## config.mk

```make
export PLATFORM = sky130hd
export DESIGN_NAME = cc_road_row_gen
export DESIGN_NICKNAME = d
export VERILOG_FILES = /design/src/rtl/cc_road_row_gen.sv
export SDC_FILE = /design/constraint.sdc
export NUM_CORES = 1
export LEC_CHECK = 0
export ABC_AREA = 1
export CORE_MARGIN = 1
export CORE_UTILIZATION = 50
export DETAILED_ROUTE_END_ITERATION = 7
export GPL_ROUTABILITY_DRIVEN = 0
export PLACE_DENSITY = 0.83
export SYNTH_ARGS = -nofsm -noshare
export SYNTH_HDL_FRONTEND = slang
export SYNTH_SLANG_ARGS = --single-unit
```

## constraint.sdc

```tcl
create_clock -name CC_ROWGEN_CLOCK_50 -period 1.4 [get_ports CC_ROWGEN_CLOCK_50]
set_input_delay 0.21 -clock CC_ROWGEN_CLOCK_50 [delete_from_list [all_inputs] [get_ports CC_ROWGEN_CLOCK_50]]
set_output_delay 0.21 -clock CC_ROWGEN_CLOCK_50 [all_outputs]
set_load 0.03 [all_outputs]
```

## src/rtl/cc_road_row_gen.sv

```systemverilog
// cc_road_row_gen: screen-mode sequencer and LFSR road-row source for the 4:1 screen mux.
// Latency: all outputs are registered and change on the clock edge after the event is sampled.
// Backpressure: none. Ticks are consumed as they arrive; rows are offered once, with a rowValid pulse.
//
// Ports:
//   CC_ROWGEN_CLOCK_50       in   system clock, rising edge
//   CC_ROWGEN_RESET_InHigh   in   synchronous active-high reset
//   CC_ROWGEN_tick_In        in   one-clock game-tick pulse from the prescaler
//   CC_ROWGEN_start_In       in   start request, level sampled every clock
//   CC_ROWGEN_crash_In       in   collision flag from the game logic
//   CC_ROWGEN_select_OutBUS  out  mux select: 0 blank, 1 solid, 2 random (zero-extended)
//   CC_ROWGEN_data_OutBUS    out  current road row towards the mux data input
//   CC_ROWGEN_rowValid_Out   out  one-clock pulse when data_OutBUS takes a new row
//   CC_ROWGEN_state_OutBUS   out  FSM state code (0 IDLE, 1 FLASH, 2 PLAY, 3 OVER)
//
// Build option: define CC_ROWGEN_GAP_GUARD_EN to clear bit 0 of any all-ones candidate row,
// so that every row has at least one drivable gap. The LFSR sequence itself is not affected.

module cc_road_row_gen #(
  parameter int unsigned ROWGEN_DATAWIDTH   = 8,        // row width, must be <= 16
  parameter int unsigned ROWGEN_SELECTWIDTH = 8,        // mux select width
  parameter logic [15:0] ROWGEN_SEED        = 16'hACE1, // LFSR reset value (0 forced to 1)
  parameter int unsigned ROWGEN_FLASH_TICKS = 4,        // ticks spent in FLASH, 1..255
  parameter int unsigned ROWGEN_ROW_TICKS   = 8         // ticks between rows in PLAY, 1..255
) (
  input  logic                          CC_ROWGEN_CLOCK_50,
  input  logic                          CC_ROWGEN_RESET_InHigh,
  input  logic                          CC_ROWGEN_tick_In,
  input  logic                          CC_ROWGEN_start_In,
  input  logic                          CC_ROWGEN_crash_In,
  output logic [ROWGEN_SELECTWIDTH-1:0] CC_ROWGEN_select_OutBUS,
  output logic [ROWGEN_DATAWIDTH-1:0]   CC_ROWGEN_data_OutBUS,
  output logic                          CC_ROWGEN_rowValid_Out,
  output logic [1:0]                    CC_ROWGEN_state_OutBUS
);

  localparam int unsigned DW = ROWGEN_DATAWIDTH;
  localparam int unsigned SW = ROWGEN_SELECTWIDTH;

  // An all-zero Galois LFSR is stuck forever, so a zero seed is replaced.
  localparam logic [15:0] SEED_EFF  = (ROWGEN_SEED == 16'h0000) ? 16'h0001 : ROWGEN_SEED;
  localparam logic [15:0] LFSR_MASK = 16'hB400;

  // The counter compares against N-1 so the N-th tick is the one that fires.
  localparam logic [7:0] FLASH_LAST = 8'(ROWGEN_FLASH_TICKS - 1);
  localparam logic [7:0] ROW_LAST   = 8'(ROWGEN_ROW_TICKS - 1);

  localparam logic [DW-1:0] ROW_ZERO = '0;
  localparam logic [DW-1:0] ROW_ONES = '1;
  localparam logic [DW-1:0] ROW_BIT0 = DW'(1);

  localparam logic [SW-1:0] SEL_BLANK  = SW'(0);
  localparam logic [SW-1:0] SEL_SOLID  = SW'(1);
  localparam logic [SW-1:0] SEL_RANDOM = SW'(2);

  typedef enum logic [1:0] {
    ST_IDLE  = 2'd0,
    ST_FLASH = 2'd1,
    ST_PLAY  = 2'd2,
    ST_OVER  = 2'd3
  } state_t;

  state_t          state_q, state_d;
  logic [7:0]      cnt_q, cnt_d;
  logic [15:0]     lfsr_q, lfsr_d;
  logic [SW-1:0]   select_q, select_d;
  logic [DW-1:0]   data_q, data_d;
  logic            row_vld_q, row_vld_d;

  logic [15:0]     lfsr_next;
  logic [DW-1:0]   row_raw;
  logic [DW-1:0]   row_cand;

  // Galois form, right shift: the bit falling out of position 0 folds the mask back in.
  assign lfsr_next = (lfsr_q >> 1) ^ (lfsr_q[0] ? LFSR_MASK : 16'h0000);
  assign row_raw   = lfsr_next[DW-1:0];

`ifdef CC_ROWGEN_GAP_GUARD_EN
  // A solid row would leave the player no way through; open a gap at bit 0.
  assign row_cand = (row_raw == ROW_ONES) ? (row_raw & ~ROW_BIT0) : row_raw;
`else
  assign row_cand = row_raw;
`endif

  // Next-state and next-output logic. Outputs are computed here and registered below,
  // so the outputs always reflect the state entered on the same edge.
  always_comb begin
    state_d   = state_q;
    cnt_d     = cnt_q;
    lfsr_d    = lfsr_q;
    select_d  = select_q;
    data_d    = data_q;
    row_vld_d = 1'b0;

    unique case (state_q)
      ST_IDLE: begin
        select_d = SEL_BLANK;
        data_d   = ROW_ZERO;
        if (CC_ROWGEN_start_In) begin
          state_d  = ST_FLASH;
          cnt_d    = 8'd0;
          select_d = SEL_SOLID;
          data_d   = ROW_ONES;
        end
      end

      ST_FLASH: begin
        select_d = SEL_SOLID;
        data_d   = ROW_ONES;
        if (CC_ROWGEN_tick_In) begin
          if (cnt_q == FLASH_LAST) begin
            // Leaving the flash screen: the first road row is loaded on the same edge.
            state_d   = ST_PLAY;
            cnt_d     = 8'd0;
            lfsr_d    = lfsr_next;
            select_d  = SEL_RANDOM;
            data_d    = row_cand;
            row_vld_d = 1'b1;
          end else begin
            cnt_d = cnt_q + 8'd1;
          end
        end
      end

      ST_PLAY: begin
        select_d = SEL_RANDOM;
        // Crash takes priority over a coinciding row load: no row, no LFSR step.
        if (CC_ROWGEN_crash_In) begin
          state_d  = ST_OVER;
          select_d = SEL_SOLID;
          data_d   = ROW_ONES;
        end else if (CC_ROWGEN_tick_In) begin
          if (cnt_q == ROW_LAST) begin
            cnt_d     = 8'd0;
            lfsr_d    = lfsr_next;
            data_d    = row_cand;
            row_vld_d = 1'b1;
          end else begin
            cnt_d = cnt_q + 8'd1;
          end
        end
      end

      ST_OVER: begin
        select_d = SEL_SOLID;
        data_d   = ROW_ONES;
        // The LFSR is deliberately left running on from where it stopped,
        // so the next game gets a different road.
        if (CC_ROWGEN_start_In) begin
          state_d  = ST_IDLE;
          cnt_d    = 8'd0;
          select_d = SEL_BLANK;
          data_d   = ROW_ZERO;
        end
      end

      default: begin
        state_d  = ST_IDLE;
        cnt_d    = 8'd0;
        select_d = SEL_BLANK;
        data_d   = ROW_ZERO;
      end
    endcase
  end

  always_ff @(posedge CC_ROWGEN_CLOCK_50) begin
    if (CC_ROWGEN_RESET_InHigh) begin
      state_q   <= ST_IDLE;
      cnt_q     <= 8'd0;
      lfsr_q    <= SEED_EFF;
      select_q  <= SEL_BLANK;
      data_q    <= ROW_ZERO;
      row_vld_q <= 1'b0;
    end else begin
      state_q   <= state_d;
      cnt_q     <= cnt_d;
      lfsr_q    <= lfsr_d;
      select_q  <= select_d;
      data_q    <= data_d;
      row_vld_q <= row_vld_d;
    end
  end

  assign CC_ROWGEN_select_OutBUS = select_q;
  assign CC_ROWGEN_data_OutBUS   = data_q;
  assign CC_ROWGEN_rowValid_Out  = row_vld_q;
  assign CC_ROWGEN_state_OutBUS  = state_q;

endmodule
```

; ---- Word level (Yosys, flattened, before mapping)
; Cells that the tools add are included.
[classes]
n_addsub = 1
n_eq_ne = 16
muxes = 40
n_bitwise = 1
reduce_logical = 7
[op_table]
columns = operator, n
row1 = 2-to-1 mux 8 bit, 13
row2 = 2-to-1 mux 16 bit, 6
row3 = case mux 8 bit (4 select lines), 2
row4 = case mux 16 bit (2 select lines), 1
row5 = case mux 8 bit (3 select lines), 1
row6 = 2-to-1 mux 2 bit, 8
row7 = "inequality test 2 bit, second input constant", 8
row8 = XOR 15 x 16 -> 16 bit, 1
row9 = "adder 8 x 1 -> 8 bit, second input constant", 1
row10 = "== test 8 x 2 -> 1 bit, second input constant", 1
row11 = "== test 8 x 3 -> 1 bit, second input constant", 1
row12 = case mux 2 bit (4 select lines), 1
row13 = 2-to-1 mux 1 bit, 7
row14 = "inequality test 3 bit, second input constant", 2
row15 = AND reduction 6 bit, 1
row16 = AND reduction 5 bit, 1
row17 = "== test 2 bit, second input constant", 2
row18 = AND reduction 4 bit, 1
row19 = "== test 2 x 1 -> 1 bit, second input constant", 1
row20 = zero test 2 bit, 1
row21 = "inequality test 2 x 1 -> 1 bit, second input constant", 1
row22 = case mux 1 bit (2 select lines), 1
row23 = AND reduction 2 bit, 1
row24 = nonzero test 2 bit, 1
row25 = OR reduction 2 bit, 1
[totals]
reg_bits = 43
inputBits = 5
out_inout_bits = 19
elab_cells = 71

; ---- Depth between registers and ports, before layout
[logic_depth]
depth_word = 6
mapped_depth = 12
ltp_nobuf = 11

; ---- Worst setup path after synthesis
; No wires, ideal clock.
[synth_timing]
path_type = register to register
start = register state_q[0], in the netlist CC_ROWGEN_state_OutBUS[0]
end = register lfsr_q[8]
setup_ps = 112
t_arrival_ps = 1761
required_ps = 1288
slack_ps = -473
stages_incl_launch_ff = 13
path_buffers = 2
period_less_slack_ps = 1873
cell_sequence = dfxtp_1 > inv_1 > ha_1 > buf_4 > nor2_1 > inv_1 > nand2_2 > nor2_4 > nand2_4 > inv_6 > buf_8 > nor2_2 > nor2_2
[synth_between]
elab_chain_len = 3
elab_cells_between_ends = 10
cone_classes = eq/ne: 7 / mux: 1 / reduce/logical: 2
[synth_lines]
columns = item, line_no
row1 = start: declaration, 63  ; state_t state_q, state_d;
row2 = start signal: assignment, 175  ; state_q <= state_d;
row3 = == test 2 bit or == test 2 x 1 -> 1 bit (tied branches), 95  ; unique case (state_q)
row4 = inequality test 2 bit (no source line) or nonzero test 2 bit (tied branches), n/a
row5 = AND reduction 6 bit (no source line), n/a
row6 = end signal: assignment, 177  ; lfsr_q <= lfsr_d;
row7 = end: declaration, 65  ; logic [15:0] lfsr_q, lfsr_d;
; Several ways; a longest one is shown, not always the timed one.
; A chain may end at the register's enable or synchronous reset.

; ---- Final worst setup path
[layout_timing]
start = register state_q[0], in the netlist CC_ROWGEN_state_OutBUS[0]
end = register cnt_q[2]
[layout_between]
elab_chain_len = 4
elab_cells_between_ends = 11
cone_classes = eq/ne: 7 / mux: 1 / reduce/logical: 3
[layout_lines]
columns = item, line_no
row1 = == test 2 bit or zero test 2 bit (tied branches), 95
row2 = OR reduction 2 bit (no source line), n/a
row3 = inequality test 2 x 1 -> 1 bit (no source line), n/a
row4 = AND reduction 4 bit (no source line), n/a
row5 = end signal: assignment, 176  ; cnt_q <= cnt_d;
row6 = end: declaration, 64  ; logic [7:0] cnt_q, cnt_d;
; Several ways; a longest one is shown, not always the timed one.

==> impl_results.md <==
* Status: finished with violations
* Violated checks: negative setup slack
* Final Skew at 0.02272 ns
* Hold buffers post-CTS at 0
* Most common cell after layout, fill and taps aside: nand2_1
* Worst path slowest cell: dfxtp_4
* Hold/Removal Path Class: reg -> reg
* Die H at 65.14 um
* Worst-path cell chain: inv_4 -> buf_6 -> ha_4 -> nand2_4 -> nand2_4 -> buf_4 -> nor2_1 -> o21ai_0 -> a21oi_1
* CP top delay family: flip-flops
* Dpl hpwl at 3323 um
* DRC viols at 0
* CTS buffer count at 5
* Routed Antenna Nets at 0
* Pin count of the biggest net entering global routing at 30
* Post-synth EDFFs at 0
* Area Overhead vs Synth at 51.16%
* # placed instances at 374
* Max Cap Violations at 0
* WL met3 at 443 um
* TritonRoute pass-1 iters at 4
* M1 WL at 2474 um
* Num Clock Sinks at 37
* Placement Rows at 22
* Max Used Layer: met4
* Synth async-reset ratio at 0
* Synth warn at 0
* Post-Synthesis Cells at 282
* Fin crit share at 1.198
* RSZ-0062 raised after global routing: true
* Total negative slack at -5.340 ns
* Max stage delay on crit path at 0.38 ns
* Detailed-route wire length at 6849 um
* Non-filler cells, final at 395
* Clock Root Buffer: clkbuf_8
* Pwr dens at 2086 nW/um^2
* Vias in the first global route at 2,029
* Final Net Count at 357
* Post-synthesis sequential area ratio at 0.3716
* Critical path class: reg -> reg
* Most common cell on crit path: nand2_4
* Die W at 65.14 um
* Hold WS at 0.4705 ns
* Proportion of layout cells with a drive suffix above 1 at 0.4380
* GRT Util Overall at 0.2823
* Main flop type after synthesis: dfxtp_1
* CP required at 1.57 ns
* Most frequent cells in the layout: nand2_1, buf_4, dfxtp_1
* CTS max path bufs at 2
* Period minus WS final at 1.677 ns
* Leakage at 0.001422 uW
* Syn_area_per_cell at 7.068 um^2
* Fmax at 596.4 MHz
* H-tree Lvls at 2
* Syn Std Cell Area at 1993 um^2
* Synth unique cells at 33
* I/O pin total at 24
* Seq cells post-synth at 37
* Via count at 2,283
* DR iter-0 viols at 185
* Power Total at 6285 uW
* GRT overflow at 0
* Starting density of the core at 0.5324
* Setup violations, final at 36
* # diodes at 0
* Worst Setup SP: CC_ROWGEN_state_OutBUS[0]$_SDFFE_PP0P_
* Die area at 4243 um^2
* Core area at 3744 um^2
* Clock slew at reported path FFs at 0.10 ns
* Worst hold path startpoint: lfsr_q[12]$_SDFFE_PP0P_
* Drt via density at 5.780
* CP Buf/Inv Count at 3
* Crit end category: register
* Final hold vios at 0
* Synth area leader: dfxtp_1
* Initial antenna violation count at 0
* Crit path arrival time at 1.85 ns
* Yosys top cell area share at 0.3716
* WL met2 at 3487 um
* Peak supply drop at 1259 uV
* IO buf count at 17
* Startpoint Class: register
* CTS tree: done
* Routed wire length per instance at 17.34 um
* R2r startpoint: CC_ROWGEN_state_OutBUS[0]$_SDFFE_PP0P_
* Final slew viol count at 0
* Max FO, Critical Path at 8
* Global-route wire length before repair at 9142 um
* Synth area leaders: dfxtp_1, nand2_1, nand3_1, nor2_1, inv_1
* Clock latency on the worst-skew pair at 0.31 ns
* Post-route setup slack at -0.2767 ns
==> where the power goes <==
group	internal, uW	switching (uW)	total [uW]
Combinational	1530	2310	3840
Sequential	1360	266	1630
Clock	401	414	815
==> cell type report <==
cell class | count | area [um^2]
Sequential cell | 37 | 757.0
Fill cell | 229 | 730.7
Clock inverter | 1 | 7.507
Multi-Input combinational cell | 201 | 1374
Tap cell | 48 | 60.06
Timing Repair Buffer | 64 | 563.0
Clock buffer | 7 | 86.33
Timing Repair inverter | 1 | 11.26
Inverter | 36 | 153.9
==> cell usage after synthesis (6+ instances only) <==
| cell | n |
|---|---|
| o21ai_0 | 13 |
| nand4_1 | 8 |
| nand2_2 | 6 |
| a21oi_1 | 12 |
| buf_4 | 10 |
| nand2_1 | 61 |
| nor2_1 | 32 |
| inv_1 | 31 |
| ha_1 | 6 |
| nor2_2 | 8 |
| dfxtp_1 | 37 |
| nand3_1 | 26 |
==> kinds of logic (layout without fill, tap and decap cells) <==
family	after synthesis	in the layout	share of synthesized area
and+or+nand+nor	150	151	0.3472
other	1	6	0.001881
xor gates and xnor gates	7	7	0.03076
DFF	37	37	0.3716
adders and majority gates	6	6	0.03766
muxes	1	1	0.005022
AOI/OAI and AO/OA	30	30	0.08412
buffers and inverters	50	109	0.1218
==> metal layers <==
| layer | vias to the layer above | GRT usage |
|---|---|---|
| li1 | 1009 | - |
| met1 | 1087 | 0.3208 |
| met2 | 137 | 0.5065 |
| met3 | 50 | 0.05556 |
| met4 | 0 | 0.1277 |
| met5 | - | 0 |
==> sequential cells by signal (all words and copies together) (netlist names) <==
signal / cells
CC_ROWGEN_rowValid_Out: 1
CC_ROWGEN_select_OutBUS: 2
lfsr_q: 16
CC_ROWGEN_data_OutBUS: 8
cnt_q: 8
CC_ROWGEN_state_OutBUS: 2
==> worst reg2reg max path, delay by kind of cell, from the launching register on <==
family / cells / cell delay [ns]
flops: 1 / 0.38
compound gates: 2 / 0.37
buf+inv: 3 / 0.30
simple gates: 3 / 0.28
fa+ha+maj: 1 / 0.22
==> through the flow <==
stage / utilization / setup WS (ns) / instance area, um^2
after floorplan: - / -0.1543 / 2093
after global placement: 0.6735 / -0.2585 / 2521
after detailed placement: 0.6735 / -0.3110 / 2521
after CTS: 0.7737 / -0.1152 / 2897
after global routing: 0.8048 / -0.3543 / 3013
final: 0.8048 / -0.2767 / 3013
==> repair_timing <==
action / 4_1_cts / 5_1_grt
pin swaps: 23 / 15
resized for setup: 85 / 27
setup buffers: 5 / 7
setup endpoints to repair: 50 / 39
cloned: 2 / 0
==> worst paths after layout <==
check,endpoint,slack [ns],cells after the start
setup / recovery,cnt_q[2]$_SDFFE_PP0P_,-0.28,9
hold / removal,lfsr_q[11]$_SDFFE_PP1P_,0.47,2
setup reg to reg,cnt_q[2]$_SDFFE_PP0P_,-0.28,9
hold reg to reg,lfsr_q[11]$_SDFFE_PP1P_,0.47,2
No activity file was read; power rests on OpenSTA's default activity.
